**config.mk**
```make
export PLATFORM = sky130hd
export DESIGN_NAME = filter_coef_ctrl_flat
export DESIGN_NICKNAME = d
export VERILOG_FILES = /design/src/rtl/filter_coef_ctrl_pkg.sv /design/src/rtl/filter_coef_ctrl_if.sv /design/src/rtl/filter_coef_ctrl_coef_bank.sv /design/src/rtl/filter_coef_ctrl.sv /design/src/flat_wrapper.sv
export SDC_FILE = /design/constraint.sdc
export NUM_CORES = 2
export LEC_CHECK = 0
export CAP_MARGIN = 20
export CORE_UTILIZATION = 41
export CTS_CLUSTER_DIAMETER = 100
export CTS_CLUSTER_SIZE = 12
export DETAILED_ROUTE_END_ITERATION = 6
export PLACE_DENSITY_LB_ADDON = 0.3
export SLEW_MARGIN = 20
export SYNTH_ARGS = -nofsm -noshare
export SYNTH_HDL_FRONTEND = slang
export SYNTH_SLANG_ARGS = --single-unit
```
**constraint.sdc**
```tcl
create_clock -name clk -period 50.6 [get_ports clk]
set_input_delay 10.12 -clock clk [delete_from_list [all_inputs] [get_ports clk]]
set_output_delay 10.12 -clock clk [all_outputs]
set_load 0.02 [all_outputs]
```
**src/rtl/filter_coef_ctrl_pkg.sv**
```systemverilog
// Shared types and defaults for the filter coefficient controller.
`timescale 1ns/1ps
package filter_ctrl_pkg;

  localparam int NR_STAGES_DEF = 32;
  localparam int DWIDTH_DEF    = 16;

  // Index width for a bank of n taps; a single-tap bank still needs one bit.
  function automatic int addr_width(input int n);
    return (n <= 1) ? 1 : $clog2(n);
  endfunction

  typedef enum logic [1:0] {
    C_IDLE,
    C_ACK,
    C_WAIT
  } cfg_state_e;

  typedef enum logic [2:0] {
    S_IDLE,
    S_FWD,
    S_ACK,
    S_REL,
    S_SWAP
  } smp_state_e;

endpackage

```
**src/rtl/filter_coef_ctrl_if.sv**
```systemverilog
// Host-side 4-phase configuration port of the coefficient controller.
`timescale 1ns/1ps
interface filter_coef_ctrl_if import filter_ctrl_pkg::*; #(
    parameter int DWIDTH = DWIDTH_DEF,
    parameter int AWIDTH = addr_width(NR_STAGES_DEF)
);
    logic                     cfg_req;
    logic                     cfg_ack;
    logic                     cfg_commit;
    logic [AWIDTH-1:0]        cfg_addr;
    logic signed [DWIDTH-1:0] cfg_data;
    logic                     cfg_err;

    modport master (
        output cfg_req, cfg_commit, cfg_addr, cfg_data,
        input  cfg_ack, cfg_err
    );

    modport slave (
        input  cfg_req, cfg_commit, cfg_addr, cfg_data,
        output cfg_ack, cfg_err
    );
endinterface

```
**src/rtl/filter_coef_ctrl_coef_bank.sv**
```systemverilog
// Shadow/active coefficient banks; tap 0 occupies the most significant DWIDTH bits of h_o.
`timescale 1ns/1ps
module coef_bank import filter_ctrl_pkg::*; #(
    parameter int NR_STAGES = NR_STAGES_DEF,
    parameter int DWIDTH    = DWIDTH_DEF,
    parameter int AWIDTH    = addr_width(NR_STAGES),
    parameter int CWIDTH    = NR_STAGES * DWIDTH
) (
    input  logic                     clk,
    input  logic                     rst,
    input  logic                     wr_en_i,
    input  logic [AWIDTH-1:0]        wr_addr_i,
    input  logic signed [DWIDTH-1:0] wr_data_i,
    input  logic                     swap_i,
    output logic [CWIDTH-1:0]        h_o
);

    logic signed [DWIDTH-1:0] shadow_q [NR_STAGES];
    logic signed [DWIDTH-1:0] active_q [NR_STAGES];

    always_ff @(posedge clk or posedge rst) begin
        if (rst) begin
            for (int i = 0; i < NR_STAGES; i++) begin
                shadow_q[i] <= '0;
                active_q[i] <= '0;
            end
        end else begin
            for (int i = 0; i < NR_STAGES; i++) begin
                if (wr_en_i && (int'(wr_addr_i) == i)) begin
                    shadow_q[i] <= wr_data_i;
                end
            end
            if (swap_i) begin
                active_q <= shadow_q;
            end
        end
    end

    for (genvar g = 0; g < NR_STAGES; g++) begin : g_pack
        assign h_o[CWIDTH-1-g*DWIDTH -: DWIDTH] = active_q[g];
    end

endmodule

```
**src/rtl/filter_coef_ctrl.sv**
```systemverilog
// Coefficient bank controller: host config FSM plus sample handshake FSM that swaps banks only between transfers.
`timescale 1ns/1ps
module filter_coef_ctrl import filter_ctrl_pkg::*; #(
    parameter int NR_STAGES = NR_STAGES_DEF,
    parameter int DWIDTH    = DWIDTH_DEF,
    parameter int CWIDTH    = NR_STAGES * DWIDTH,
    parameter int AWIDTH    = addr_width(NR_STAGES)
) (
    input  logic                clk,
    input  logic                rst,
    filter_coef_ctrl_if.slave   cfg,
    input  logic                flt_in_req,
    output logic                flt_in_ack,
    output logic                src_req,
    input  logic                src_ack,
    output logic [CWIDTH-1:0]   h_out,
    output logic [7:0]          swap_cnt
);

    cfg_state_e cst_q, cst_d;
    smp_state_e sst_q, sst_d;

    logic       cfg_ack_q, cfg_ack_d;
    logic       cfg_err_q, cfg_err_d;
    logic       pend_q, pend_d;
    logic       src_req_q, src_req_d;
    logic       flt_ack_q, flt_ack_d;
    logic [7:0] swap_cnt_q, swap_cnt_d;

    logic wr_en;
    logic pend_set;
    logic swap_stb;
    logic addr_ok;

    assign swap_stb = (sst_q == S_SWAP);
    assign addr_ok  = (int'(cfg.cfg_addr) < NR_STAGES);

    always_ff @(posedge clk or posedge rst) begin
        if (rst) begin
            cst_q      <= C_IDLE;
            sst_q      <= S_IDLE;
            cfg_ack_q  <= 1'b0;
            cfg_err_q  <= 1'b0;
            pend_q     <= 1'b0;
            src_req_q  <= 1'b0;
            flt_ack_q  <= 1'b0;
            swap_cnt_q <= 8'd0;
        end else begin
            cst_q      <= cst_d;
            sst_q      <= sst_d;
            cfg_ack_q  <= cfg_ack_d;
            cfg_err_q  <= cfg_err_d;
            pend_q     <= pend_d;
            src_req_q  <= src_req_d;
            flt_ack_q  <= flt_ack_d;
            swap_cnt_q <= swap_cnt_d;
        end
    end

    // Config FSM: writes land only in C_IDLE, so the shadow bank is frozen while a commit waits.
    always_comb begin
        cst_d     = cst_q;
        cfg_ack_d = cfg_ack_q;
        cfg_err_d = cfg_err_q;
        wr_en     = 1'b0;
        pend_set  = 1'b0;
        case (cst_q)
            C_IDLE: begin
                if (cfg.cfg_req) begin
                    if (cfg.cfg_commit) begin
                        pend_set = 1'b1;
                        cst_d    = C_WAIT;
                    end else begin
                        cfg_ack_d = 1'b1;
                        cst_d     = C_ACK;
                        if (addr_ok) begin
                            wr_en = 1'b1;
                        end else begin
                            cfg_err_d = 1'b1;
                        end
                    end
                end
            end
            C_WAIT: begin
                if (swap_stb) begin
                    cfg_ack_d = 1'b1;
                    cst_d     = C_ACK;
                end
            end
            C_ACK: begin
                if (!cfg.cfg_req) begin
                    cfg_ack_d = 1'b0;
                    cst_d     = C_IDLE;
                end
            end
            default: cst_d = C_IDLE;
        endcase
    end

    assign pend_d = (pend_q & ~swap_stb) | pend_set;

    // Sample FSM: a pending swap wins over a new request, and no request starts until src_ack has dropped.
    always_comb begin
        sst_d      = sst_q;
        src_req_d  = src_req_q;
        flt_ack_d  = flt_ack_q;
        swap_cnt_d = swap_cnt_q;
        case (sst_q)
            S_IDLE: begin
                if (pend_q) begin
                    sst_d = S_SWAP;
                end else if (flt_in_req) begin
                    src_req_d = 1'b1;
                    sst_d     = S_FWD;
                end
            end
            S_FWD: begin
                if (src_ack) begin
                    flt_ack_d = 1'b1;
                    sst_d     = S_ACK;
                end
            end
            S_ACK: begin
                if (!flt_in_req) begin
                    flt_ack_d = 1'b0;
                    src_req_d = 1'b0;
                    sst_d     = S_REL;
                end
            end
            S_REL: begin
                if (!src_ack) begin
                    sst_d = pend_q ? S_SWAP : S_IDLE;
                end
            end
            S_SWAP: begin
                swap_cnt_d = swap_cnt_q + 8'd1;
                sst_d      = S_IDLE;
            end
            default: sst_d = S_IDLE;
        endcase
    end

    coef_bank #(
        .NR_STAGES (NR_STAGES),
        .DWIDTH    (DWIDTH),
        .AWIDTH    (AWIDTH),
        .CWIDTH    (CWIDTH)
    ) u_bank (
        .clk       (clk),
        .rst       (rst),
        .wr_en_i   (wr_en),
        .wr_addr_i (cfg.cfg_addr),
        .wr_data_i (cfg.cfg_data),
        .swap_i    (swap_stb),
        .h_o       (h_out)
    );

    assign cfg.cfg_ack = cfg_ack_q;
    assign cfg.cfg_err = cfg_err_q;
    assign src_req     = src_req_q;
    assign flt_in_ack  = flt_ack_q;
    assign swap_cnt    = swap_cnt_q;

endmodule

```
**src/flat_wrapper.sv**
```systemverilog
// flat-port wrapper written by rule: the top's interface ports become plain ports
module filter_coef_ctrl_flat import filter_ctrl_pkg::*;
#(
    parameter int NR_STAGES = NR_STAGES_DEF,
    parameter int DWIDTH    = DWIDTH_DEF,
    parameter int CWIDTH    = NR_STAGES * DWIDTH,
    parameter int AWIDTH    = addr_width(NR_STAGES)
)
  (clk, rst, flt_in_req, flt_in_ack, src_req, src_ack, h_out, swap_cnt, cfg_cfg_req, cfg_cfg_commit, cfg_cfg_addr, cfg_cfg_data, cfg_cfg_ack, cfg_cfg_err);
  filter_coef_ctrl_if #(.DWIDTH(DWIDTH), .AWIDTH(AWIDTH)) cfg_i ();
  input  logic clk;
  input  logic rst;
  input  logic flt_in_req;
  output logic flt_in_ack;
  output logic src_req;
  input  logic src_ack;
  output logic [CWIDTH-1:0] h_out;
  output logic [7:0] swap_cnt;
  input wire logic [$bits(cfg_i.cfg_req)-1:0] cfg_cfg_req;
  input wire logic [$bits(cfg_i.cfg_commit)-1:0] cfg_cfg_commit;
  input wire logic [$bits(cfg_i.cfg_addr)-1:0] cfg_cfg_addr;
  input wire logic [$bits(cfg_i.cfg_data)-1:0] cfg_cfg_data;
  output wire logic [$bits(cfg_i.cfg_ack)-1:0] cfg_cfg_ack;
  output wire logic [$bits(cfg_i.cfg_err)-1:0] cfg_cfg_err;
  assign cfg_i.cfg_req = cfg_cfg_req;
  assign cfg_i.cfg_commit = cfg_cfg_commit;
  assign cfg_i.cfg_addr = cfg_cfg_addr;
  assign cfg_i.cfg_data = cfg_cfg_data;
  assign cfg_cfg_ack = cfg_i.cfg_ack;
  assign cfg_cfg_err = cfg_i.cfg_err;
  filter_coef_ctrl #(.NR_STAGES(NR_STAGES), .DWIDTH(DWIDTH), .CWIDTH(CWIDTH), .AWIDTH(AWIDTH)) u_core (.clk(clk), .rst(rst), .cfg(cfg_i), .flt_in_req(flt_in_req), .flt_in_ack(flt_in_ack), .src_req(src_req), .src_ack(src_ack), .h_out(h_out), .swap_cnt(swap_cnt));
endmodule
```
* After elaboration in Yosys (flattened, before gate mapping)
Cells that the tools add are included. Widths: inputs -> output; s select.
Storage, ports and cells: bits in registers 1041, input bits 27, output and inout port bits 524, word-level logic and storage cells 194
Operators by class: add/subtract/negate cells 1, equality and inequality tests 47, mux-type cells 29, bitwise operators 3, reduce and logical (&&, ||, !) cells 43
Operator list (number):
- $eq 5x5->1 const B | 16
- $eq 5x4->1 const B | 8
- $logic_and 1x1->1 | 32
- $eq 5x3->1 const B | 4
- $mux 3 | 6
- $ne 2x2->1 const B | 8
- $mux 1 | 14
- $pmux 3 s4 | 1
- $eq 5x2->1 const B | 2
- $add 8x1->8 const B | 1
- $mux 2 | 4
- $reduce_and 4->1 | 2
- $eq 3x2->1 const B | 2
- $pmux 2 s3 | 1
- $reduce_and 3->1 | 2
- $eq 5x1->1 const B | 1
- $logic_not 5->1 | 1
- $reduce_and 5->1 | 1
- $pmux 1 s2 | 2
- $reduce_bool 2->1 | 2
- $eq 3x1->1 const B | 1
- $eq 3x3->1 const B | 1
- $logic_not 3->1 | 1
- $ne 3x2->1 const B | 1
- other kinds (9) | 9

* Longest topological paths before layout
depth after elaboration 4, mapped depth 7, gate-level depth less buffers 3

* Cells and area by module
Synthesis repeated with hierarchy kept, for this count alone.
Second synthesis, totals: cell total of the unflattened synthesis 2342, area total of the unflattened synthesis 39028.7 um2
Modules (own cells, without submodules):
- coef_bank | instances 1, cells each 2245, area each 38054.0 um2, sequential area each 25624.6 um2
- filter_coef_ctrl | instances 1, cells each 97, area each 974.7 um2, sequential area each 425.4 um2

* Least setup slack after synthesis
OpenSTA, ideal clock, no wires.
path type input to register, start input cfg_cfg_addr[3], end register u_core.u_bank.shadow_q[289] (netlist bit), arrival time 11.792 ns, data required time 50.475 ns, setup slack 38.683 ns, cell stages on the path 5, cell sequence clkbuf_1 -> nand2_1 -> nor4b_4 -> buf_6 -> mux2_2
On the way: word-level cells in the longest chain between the ends 2
RTL lines:
- start, declared | RTL line flat_wrapper.sv:21 | input wire logic [$bits(cfg_i.cfg_addr)-1:0] cfg_cfg_addr;
- $eq 5x5->1 | RTL line filter_coef_ctrl_coef_bank.sv:29 | if (wr_en_i && (int'(wr_addr_i) == i)) begin
- $logic_and 1x1->1 | RTL line filter_coef_ctrl_coef_bank.sv:29
- end signal, assigned by index | RTL line filter_coef_ctrl_coef_bank.sv:30 | shadow_q[i] <= wr_data_i;
- end, declared | RTL line filter_coef_ctrl_coef_bank.sv:18 | logic signed [DWIDTH-1:0] shadow_q [NR_STAGES];
No other way between the ends. A chain may end at the register's enable or synchronous reset.

==> results.py <==
metrics = {
    "worst_setup_path": {
        "r2r_start": "u_core.sst_q[1]",
        "rr_worst_depth": 6,
        "path_max_fanout": 171,
        "rrSetupSlack_ns": 46.48,
        "path_class": "in2async",
        "crit_slowest_cell": "buf_4",
        "cp-start-kind": "primary input",
        "cp_slowest_stage_delay_ns": 0.78,
        "rr_endpoint": "u_core.u_bank.h_o[178]",
        "critPathArrivalTime_ns": 13.76,
        "end_kind": "async pin",
        "path_cells": "clkdlybuf4s50_1 -> inv_8 -> buf_16 -> buf_12 -> buf_4 -> buf_6",
        "cp.required_ns": 51.30,
    },
    "yosys": {
        "synth_common_cells": "nand2_1, dfrtp_1, mux2_2",
        "synth-edff-count": 0,
        "synthTopCellsByArea": "dfrtp_1, nand2_1, mux2_2, clkbuf_1, buf_6",
        "ys.flop_type": "dfrtp_1",
        "yosysWarnings": 0,
        "synthCells": 3411,
        "syn_avg_cell_area_sq_um": 11.5,
        "synth_top_area_share_pct": 66.3,
        "ys_types": 40,
        "syn_nets": 3439,
        "synth.largest_area_cell": "dfrtp_1",
        "ys_ff_latch": 1041,
        "async_reset_ff_share_pct": 100,
        "post-synth-top-count-cell": "nand2_1",
        "syn_area_sq_um": 39300,
        "synth.yosys.seq_area_share_pct": 66.3,
    },
    "floorplanning": {
        "io_pins": 551,
        "die_height_microns": 312,
        "core_area_sq_um": 95000,
        "rows": 113,
        "die_area_sq_um": 97100,
        "die_w_microns": 312,
        "initial_core_util_pct": 41.4,
    },
    "sta": {
        "setup_viol_count_final": 0,
        "worstMarginPinSlew_ns": 1.17,
        "max_freq_ghz": 0.0766,
        "rsz0062_at_grt": "false",
        "skew_ns": 0.0304,
        "hold_viol": 0,
        "fin_crit_ns": 13.06,
        "period_share_pct": 25.8,
        "slew_headroom_pct": 21.8,
        "timing.final.max_slew_violations": 0,
        "timing.setup.tns_ns": 0,
    },
    "clocking": {
        "cts_num_sinks": 1041,
        "htree_num_levels": 3,
        "cts_resized": 0,
        "postCtsHoldBufs": 0,
        "tritoncts": "done",
        "clock_path_buffers": 3,
        "clk_latency_ns": 0.67,
        "path_clk_slew_ns": 0.06,
        "cts_buffers": 97,
        "ctsRootBufferMaster": "clkbuf_16",
        "post_cts_buffers": 0,
    },
    "power_and_ir_drop": {
        "ir_worst_vdd_uv": 39.4,
        "p_per_area_nw_per_um2": 61.8,
        "total_leakage_power_nw": 25.0,
    },
    "routing": {
        "avgRoutedWirePerCell_microns": 21.2,
        "via_per_inst": 5.02,
        "first_iter_violations": 2127,
        "final_antenna_net_count": 0,
        "vias": 25900,
        "wl_microns": 110000,
        "drcViolationCount": 0,
        "dr.pass1.iters": 5,
    },
    "status": {
        "status": "finished clean",
    },
    "place": {
        "gp_congestion": 0.747,
        "port_buffers": 549,
        "post-dp-hpwl_microns": 64900,
        "dp.cells": 5061,
        "place_area_sq_um": 45900,
    },
    "global_routing": {
        "use_met2_pct": 35.3,
        "gr-usage-met3_pct": 6.04,
        "grt_pass1_vias": 25800,
        "antenna_found_initial": 15,
        "grt_first_pass_wirelength_microns": 165000,
        "overflow": 0,
        "grt_max_degree": 212,
        "grt-busiest-layer": "met2",
        "grt_util_met1_pct": 30.7,
        "grt_use_total_pct": 22.6,
    },
    "final_layout": {
        "stdcell_count": 5172,
        "stdcell_area_sq_um": 48500,
        "drive_gt1_share_pct": 17.9,
        "final_util_pct": 51.1,
        "multi_input_area_sq_um": 12400,
        "layout.nets": 3927,
        "area_growth_pct": 23.5,
        "register_area_sq_um": 26100,
        "fillers": 8453,
    },
    "min_path": {
        "min_delay_path_depth": 2,
        "hold_path_class": "reg2reg",
        "hold_start": "u_core.u_bank.shadow_q[186]",
        "min_to": "u_core.u_bank.h_o[186]",
    },
    "job": {
        "cap_violations": 0,
    },
}
[through the flow]
| step | total power, mW | setup WS (ns) | hold WS [ns] |
|---|---|---|---|
| after floorplan | 1.79 | 11.18 | 0.432 |
| after global placement | 2.36 | 36.32 | 0.442 |
| after detailed placement | 2.37 | 36.35 | 0.445 |
| after CTS | 3.03 | 37.08 | 0.444 |
| after global routing | 3.15 | 37.04 | 0.477 |
| final | 3.00 | 37.54 | 0.444 |
[worst max-delay path by stage]
stage	startpoint	end	slack, ns
2_1_floorplan	rst	u_core.cfg.cfg_ack	11.18
3_3_place_gp	rst	u_core.u_bank.h_o[257]	36.32
5_1_grt	rst	u_core.u_bank.h_o[16]	37.04
3_5_place_dp	rst	u_core.u_bank.h_o[257]	36.35
6_report	rst	u_core.u_bank.h_o[16]	37.54
4_1_cts	rst	u_core.u_bank.h_o[16]	37.08
[routing by layer]
layer | vias to the layer above | part of all wire (%)
met5 | - | 0.079
met4 | 12 | 2.8
met3 | 183 | 7.6
met2 | 725 | 46
met1 | 13200 | 43
li1 | 11800 | -
[critical path: cells and delay by family]
kind	cells	cell delay [ns]
buf+inv	6	3.30
[placed cells by master, fill, tap and decap left out, types with 3 or more instances in the layout]
cell type	count
nand2_1	1544
dfrtp_1	1041
clkdlybuf4s50_1	533
mux2_2	507
clkbuf_16	99
buf_4	41
buf_2	16
nand3_1	13
nand4_1	11
nor2_1	8
mux2_1	5
nand3b_1	5
o21ai_0	5
buf_6	5
buf_12	5
nor3_4	4
nor2b_1	4
nor4_4	4
nor3_1	4
xor2_1	4
a21oi_1	4
xnor2_1	4
diode_2	3
nor3b_1	3
nor4b_4	3
[power breakdown]
group / leakage, nW / switching [mW] / internal (mW)
Sequential: 14.2 / 0.191 / 1.10
Clock: 1.26 / 0.298 / 0.350
Combinational: 9.57 / 0.600 / 0.461
[area by class of cell]
class                           count  share of cell area, %
Antenna cell                        3                 0.0155
Clock buffer                      100                   5.13
Clock inverter                      4                  0.144
Inverter                            3                 0.0387
Multi-Input combinational cell   2153                   25.5
Sequential cell                  1041                   53.7
Tap cell                         1265                   3.26
Timing Repair Buffer              603                   12.2
[sequential cells by signal, summed over array words and instances, names as in the netlist]
| signal | cells |
|---|---|
| u_core.cfg.cfg_ack | 1 |
| u_core.cst_q | 2 |
| u_core.flt_in_ack | 1 |
| u_core.pend_q | 1 |
| u_core.src_req | 1 |
| u_core.sst_q | 3 |
| u_core.swap_cnt | 8 |
| u_core.u_bank.h_o | 512 |
| u_core.u_bank.shadow_q | 512 |
[cell families (layout without fill, tap and decap cells)]
kind of cell / count (synthesis) / count (layout) / synth area share [%]
compound gates: 13 / 13 / 0.204
mux: 513 / 513 / 14.7
buf+inv: 217 / 710 / 2.29
fa+ha+maj: 1 / 1 / 0.0318
flops: 1041 / 1041 / 66.3
xor+xnor: 8 / 8 / 0.178
other cells: 1 / 4 / 0.00954
simple gates: 1617 / 1617 / 16.3
Note: power is estimated with default switching activity, not from simulation.
